<file path="src/rtl/pc_fetch_pkg.sv">
// ============================================================================
// pc_fetch_pkg : shared widths, constants and FSM encoding for the fetch stage
// Rev 1.0
// ============================================================================
`default_nettype none

package pc_fetch_pkg;

    localparam int INST_ADDR_W = 32;
    localparam int INST_W      = 32;

    localparam logic [INST_ADDR_W-1:0] ZERO_WORD = 32'h0000_0000;
    localparam logic [INST_W-1:0]      NOP_INST  = 32'h0000_0000;
    localparam logic [INST_ADDR_W-1:0] PC_STEP   = 32'h0000_0004;

    typedef enum logic [0:0] {
        S_RST = 1'b0,
        S_RUN = 1'b1
    } state_t;

endpackage

`default_nettype wire

</file>
<file path="src/rtl/pc_fetch_if_id.sv">
// ============================================================================
// if_id : IF/ID pipeline register with stall hold, flush bubble and reset bubble
// Rev 1.0
// ============================================================================
`default_nettype none

module if_id
    import pc_fetch_pkg::*;
(
    input  logic                   clk,
    input  logic                   rst_n,
    input  logic                   run_i,
    input  logic                   stall_i,
    input  logic                   flush_i,
    input  logic                   ce_i,
    input  logic                   adel_i,
    input  logic [INST_ADDR_W-1:0] pc_i,
    input  logic [INST_W-1:0]      inst_i,
    output logic [INST_ADDR_W-1:0] id_pc_o,
    output logic [INST_W-1:0]      id_inst_o,
    output logic                   id_valid_o,
    output logic                   id_adel_o
);

    logic [INST_ADDR_W-1:0] id_pc_q,    id_pc_d;
    logic [INST_W-1:0]      id_inst_q,  id_inst_d;
    logic                   id_valid_q, id_valid_d;
    logic                   id_adel_q,  id_adel_d;

    always_comb begin
        id_pc_d    = id_pc_q;
        id_inst_d  = id_inst_q;
        id_valid_d = id_valid_q;
        id_adel_d  = id_adel_q;
        if (!run_i || flush_i) begin
            id_pc_d    = ZERO_WORD;
            id_inst_d  = NOP_INST;
            id_valid_d = 1'b0;
            id_adel_d  = 1'b0;
        end else if (!stall_i) begin
            // With the ROM disabled the bus is meaningless, so never latch it
            id_pc_d    = pc_i;
            id_inst_d  = ce_i ? inst_i : NOP_INST;
            id_valid_d = 1'b1;
            id_adel_d  = adel_i;
        end
    end

    always_ff @(posedge clk) begin
        if (!rst_n) begin
            id_pc_q    <= ZERO_WORD;
            id_inst_q  <= NOP_INST;
            id_valid_q <= 1'b0;
            id_adel_q  <= 1'b0;
        end else begin
            id_pc_q    <= id_pc_d;
            id_inst_q  <= id_inst_d;
            id_valid_q <= id_valid_d;
            id_adel_q  <= id_adel_d;
        end
    end

    assign id_pc_o    = id_pc_q;
    assign id_inst_o  = id_inst_q;
    assign id_valid_o = id_valid_q;
    assign id_adel_o  = id_adel_q;

endmodule

`default_nettype wire

</file>
<file path="src/rtl/pc_fetch.sv">
// ============================================================================
// pc_fetch : PC register, reset/run FSM and ROM interface of the fetch stage
// Rev 1.0
// ============================================================================
`default_nettype none

module pc_fetch
    import pc_fetch_pkg::*;
#(
    parameter logic [31:0] RESET_PC = 32'h0000_0000
) (
    input  logic                   clk,
    input  logic                   rst_n,
    input  logic                   stall_i,
    input  logic                   branch_flag_i,
    input  logic [INST_ADDR_W-1:0] branch_target_i,
    input  logic                   flush_i,
    input  logic [INST_ADDR_W-1:0] new_pc_i,
    input  logic [INST_W-1:0]      inst_i,
    output logic                   ce_o,
    output logic [INST_ADDR_W-1:0] pc_o,
    output logic [INST_ADDR_W-1:0] id_pc_o,
    output logic [INST_W-1:0]      id_inst_o,
    output logic                   id_valid_o,
    output logic                   id_adel_o
);

    state_t                 state_q, state_d;
    logic [INST_ADDR_W-1:0] pc_q,    pc_d;
    logic                   run;
    logic                   adel;

    assign run  = (state_q == S_RUN);
    // ce depends only on state and alignment so control inputs never gate the ROM
    assign adel = run && (pc_q[1:0] != 2'b00);
    assign ce_o = run && (pc_q[1:0] == 2'b00);
    assign pc_o = pc_q;

    always_comb begin
        state_d = S_RUN;
        pc_d    = pc_q;
        if (!run) begin
            pc_d = RESET_PC;
        end else if (flush_i) begin
            pc_d = new_pc_i;
        end else if (stall_i) begin
            pc_d = pc_q;
        end else if (branch_flag_i) begin
            pc_d = branch_target_i;
        end else begin
            pc_d = pc_q + PC_STEP;
        end
    end

    always_ff @(posedge clk) begin
        if (!rst_n) begin
            state_q <= S_RST;
            pc_q    <= RESET_PC;
        end else begin
            state_q <= state_d;
            pc_q    <= pc_d;
        end
    end

    if_id u_if_id (
        .clk        (clk),
        .rst_n      (rst_n),
        .run_i      (run),
        .stall_i    (stall_i),
        .flush_i    (flush_i),
        .ce_i       (ce_o),
        .adel_i     (adel),
        .pc_i       (pc_q),
        .inst_i     (inst_i),
        .id_pc_o    (id_pc_o),
        .id_inst_o  (id_inst_o),
        .id_valid_o (id_valid_o),
        .id_adel_o  (id_adel_o)
    );

endmodule

`default_nettype wire

</file>
<file path="config.mk">
export PLATFORM = sky130hd
export DESIGN_NAME = pc_fetch
export DESIGN_NICKNAME = d
export VERILOG_FILES = /design/src/rtl/pc_fetch_pkg.sv /design/src/rtl/pc_fetch_if_id.sv /design/src/rtl/pc_fetch.sv
export SDC_FILE = /design/constraint.sdc
export NUM_CORES = 1
export LEC_CHECK = 0
export BUFFER_PORTS_ARGS = -buffer_cell sky130_fd_sc_hd__clkbuf_2
export CELL_PAD_IN_SITES_DETAIL_PLACEMENT = 0
export CELL_PAD_IN_SITES_GLOBAL_PLACEMENT = 1
export CORE_MARGIN = 5
export CORE_UTILIZATION = 34
export CTS_CLUSTER_DIAMETER = 200
export DETAILED_ROUTE_END_ITERATION = 7
export PLACE_DENSITY_LB_ADDON = 0.1
export SYNTH_ARGS = -nofsm -noshare
export SYNTH_HDL_FRONTEND = slang
export SYNTH_SLANG_ARGS = --single-unit
</file>
<file path="constraint.sdc">
create_clock -name clk -period 2.15 [get_ports clk]
set_input_delay 0.43 -clock clk [delete_from_list [all_inputs] [get_ports clk]]
set_output_delay 0.43 -clock clk [all_outputs]
set_load 0.01 [all_outputs]
</file>
* Word level (Yosys, flattened, before mapping)
Cells that the tools add are included.
Operators by class: mux-type cells 5, equality and inequality tests 1, reduce and logical (&&, ||, !) cells 8, shift-type cells 0, bitwise logic cells 1, divide/modulo/power cells 0, $mul 0, add/subtract/negate cells 1, magnitude comparators 0
Operators by type and width (count):
- $mux W32 | 4
- $add A32 B3 Y32 const B | 1
- $logic_and A1 B1 Y1 | 2
- $logic_not A2 Y1 | 1
- $ne A2 B1 Y1 const B | 1
- $reduce_and A2 Y1 | 1
- $reduce_bool A2 Y1 | 1
- $reduce_or A2 Y1 | 1
- $logic_not A1 Y1 | 1
- $logic_or A1 B1 Y1 | 1
- $mux W1 | 1
- $not A1 Y1 | 1
Word-level totals: memory bits (writable) 0, memories 0, bits of input ports 101, bits in registers 99, ROM bits 0, bits in latches 0

* Logic depth before layout (Yosys ltp)
word-level depth 4, gate-level depth with buffers 7, gate-level depth less buffers 6

* By module
From an unflattened synthesis, not the netlist that was laid out.
Unflattened totals: cells, all modules 590, area, all modules 4941.0 µm²
By module, submodules not included:
- if_id | cells an instance 252, instances 1, area each 2488.6 µm², sequential area each 1321.3 µm²
- pc_fetch | cells an instance 338, instances 1, area each 2452.4 µm², sequential area each 660.6 µm²

* Worst setup path before layout
No wires, ideal clock.
path kind register to register, from register pc_q[2], in the netlist pc_o[2], to register pc_q[24], in the netlist pc_o[24], path slack 0.448 ns, arrival time 1.575 ns, stages on the path, launching flop included 8, cell sequence dfxtp_1 -> ha_1 -> and3_1 -> buf_2 -> nand3_1 -> nor2_2 -> mux2i_1 -> a31oi_1
Between the ends: cells in the longest elaborated chain, start to end 4
RTL lines:
- start, declared | RTL line pc_fetch.sv:29 | logic [INST_ADDR_W-1:0] pc_q, pc_d;
- start signal, assigned | RTL line pc_fetch.sv:61 | pc_q <= pc_d;
- $add A32 B3 Y32 | RTL line pc_fetch.sv:51 | pc_d = pc_q + PC_STEP;
- $mux W32 | RTL line pc_fetch.sv:48 | end else if (branch_flag_i) begin
- $mux W32 | RTL line pc_fetch.sv:46 | end else if (stall_i) begin
- $mux W32 | RTL line pc_fetch.sv:44 | end else if (flush_i) begin
Every way passes these cells. The select of a mux whose other input is x is not followed. A chain may end at the register's enable or synchronous reset.

* Worst setup path in the final report
from register pc_q[10], in the netlist pc_o[10], to register pc_q[25], in the netlist pc_o[25]
Same word-level chain as after synthesis.

==> metrics <==
post-synthesis net count=663; via count=4879; number of iterations in the first detailed-routing pass=5; dominant cells by area after synthesis=dfxtp_1, mux2i_1, nor2_1; via count normalized by instance count=5.21; reg-to-reg startpoint=pc_o[10]; clock root buffer=clkbuf_16; cell at the slowest stage of the critical path=dfxtp_1; Ant. Diodes=0; Synth cell types=50; via count of the first global-routing pass=4773; antenna violations before repair=0; final hold violation count=0; Top FF cell, synth=dfxtp_1; async set-reset flop share out of synthesis=0%; unrepaired setup endpoints after global routing=false; total power per unit cell area=656 nW/um^2; H-tree depth reported by CTS=3; Fin Clk Skew=8.70 ps; number of setup violations in the final report=0; Arrival @ worst endpoint=2080 ps; fraction of synthesized cell area taken by the top area cell type=42.5%; most frequent cells in the layout=clkbuf_2, dfxtp_1, nor2_1, a21oi_1, and3_1; Fin Setup TNS=0 ps; critical path fanouts, max=8; CTS tree=done; number of flip-flops and latches in the synthesized netlist=99; final critical path time including I/O delays and setup=1820 ps; number of core rows=42; worst setup path category=flip-flop to flip-flop; number of enable flip-flop cells after synthesis=0; Final #Nets=859; type of destination of the critical path=flip-flop; GRT Resource Usage Total=19.1%; quantity of gates resized following cts=0; most common cell after layout, fill and taps aside=clkbuf_2; standard cell core area=13300 um^2; normalized max-slew margin=70.1%; post-CTS repair timing setup buffer count=0; Critical Path Start=pc_o[10]; iteration-0 DRC count of the detailed router=334; maximum number of pins on one net before global-route repair=49; library cell with the largest summed area after synthesis=dfxtp_1; required time of the worst setup path=2410 ps; worst path cell trace=and4_1, nand3_2, nor2_1, a2111oi_0, a311oi_1; final worst-path cycle share=84.5%; critical path buffer and inverter count=0; area taken by flip-flops and latches=1980 um^2; max capacitance violation total=0; area of combinational cells with multiple inputs=2470 um^2; Power, Total=4100 uW; floorplan die height=127 um; Syn. warnings=0; reg-to-reg slack, setup=330 ps; fillers=1394; gate family responsible for the most delay along the worst path=simple AND/OR/NAND/NOR gates; buffer depth of the longest clock path=2; Routed WL=15.7 mm; starting density of the core=34.9%; total die area=16200 um^2; Max Clock Freq=550 MHz; Leak Pwr=0.00287 uW; result of the run=finished, final reports clean; measured slew at the worst slew-check pin=448 ps; class of the worst hold path=primary input to flip-flop; endpoint of the most critical setup path=pc_o[25]; Synth Instances=561; maximum vdd drop=0.321 mV; drc violations=0; Ports=200; area delta synth->final=34.1%; global-route wire length before repair=24.9 mm; startpoint class of the critical path=flip-flop; share of cells above drive strength 1=33.8%; Final Max Slew Viols=0; number of antenna-violating nets in the routed design=0; sequential-to-total area share from yosys stat=42.5%; mean instance size in the synthesized netlist=8.31 um^2; Synth Cell Area=4660 um^2; count of buffers inserted at the top-level ports=199; later-pin clock latency in the skew report=350 ps; sum of overflow across all layers after global routing=0; number of buffers inserted by hold repair at cts=0; end of the worst register-to-register path=pc_o[25]; post-detail-place hpwl=11.9 mm; clock-pin slew reported for the worst setup and hold paths after clock tree synthesis=70 ps; final weighted congestion in routability-driven placement=0.862; average wire per cell in the routed design=16.8 um; clock buffer count from CTS=9; critical path depth in cells=5; clk sinks=99; number of cells traversed by the worst register-to-register path=5; x dimension of the die=127 um; largest stage delay on the critical path=480 ps
per-layer routing:
metal	vias up	GRT usage, %	routed length (um)
li1	2411	-	-
met3	20	4.13	1040
met1	2281	25.7	7110
met5	-	0	0
met4	0	6.37	295
met2	167	30.4	7290
cells by family after synthesis:
logic type,after synthesis,share of synthesized area (%)
compound gates,145,19.2
xor+xnor,12,2.25
fa+ha+maj,1,0.268
buf+inv,53,4.64
flops,99,42.5
mux,37,7.94
simple gates,214,23.2
area by class of cell:
class,instances,area share (%)
Clock buffer,11,4.04
Clock inverter,4,0.801
Inverter,8,0.480
Multi-Input combinational cell,409,39.5
Sequential cell,99,31.7
Tap cell,176,3.52
Timing Repair Buffer,230,19.9
Yosys cell counts (3+ instances only):
cell,n
o31ai_1,3
xor2_1,3
o22ai_1,21
o21a_1,3
nand3_1,10
nor3_1,11
xnor2_1,9
a21oi_1,49
a221o_1,7
nand4_1,8
a31oi_1,7
inv_1,7
buf_2,14
o21ai_0,33
a211oi_1,3
nor2_1,89
and3_1,38
and4_1,5
mux2i_1,37
buf_1,5
clkbuf_1,26
o211ai_1,3
nand2_1,32
dfxtp_1,99
and2_1,8
worst min-delay path by stage:
stage                       startpoint            endpoint  slack (ps)  cells past startpoint
floorplan                        rst_n                 run         460                      0
global placement    u_if_id.id_valid_o  u_if_id.id_valid_o         440                      2
detailed placement  u_if_id.id_valid_o  u_if_id.id_valid_o         440                      2
CTS                              rst_n                 run         200                      1
global route                     rst_n                 run         210                      1
finish                           rst_n                 run         220                      1
power by group:
part / internal (uW) / switching, uW
sequential: 1870 / 51.7
clock: 957 / 691
combinational: 242 / 287
total: 3070 / 1030
stage by stage:
stage                     utilization [%]  worst slack (ps)  cell area, um^2  hold WS, ps  instances
after floorplan                         -               448             4660          458        561
after global placement               44.6               361             5950          439        922
after detailed placement             44.6               367             5950          443        922
after CTS                            46.8               352             6250          200        937
after global routing                 46.8               185             6250          207        937
final                                46.8               333             6250          219        937
sequential cells by signal (all words and copies together), names as in the netlist:
| signal | count |
|---|---|
| u_if_id.id_inst_o | 32 |
| u_if_id.id_valid_o | 1 |
| u_if_id.id_adel_o | 1 |
| u_if_id.id_pc_o | 32 |
| run | 1 |
| pc_o | 32 |
(Power assumes the default switching activity.)
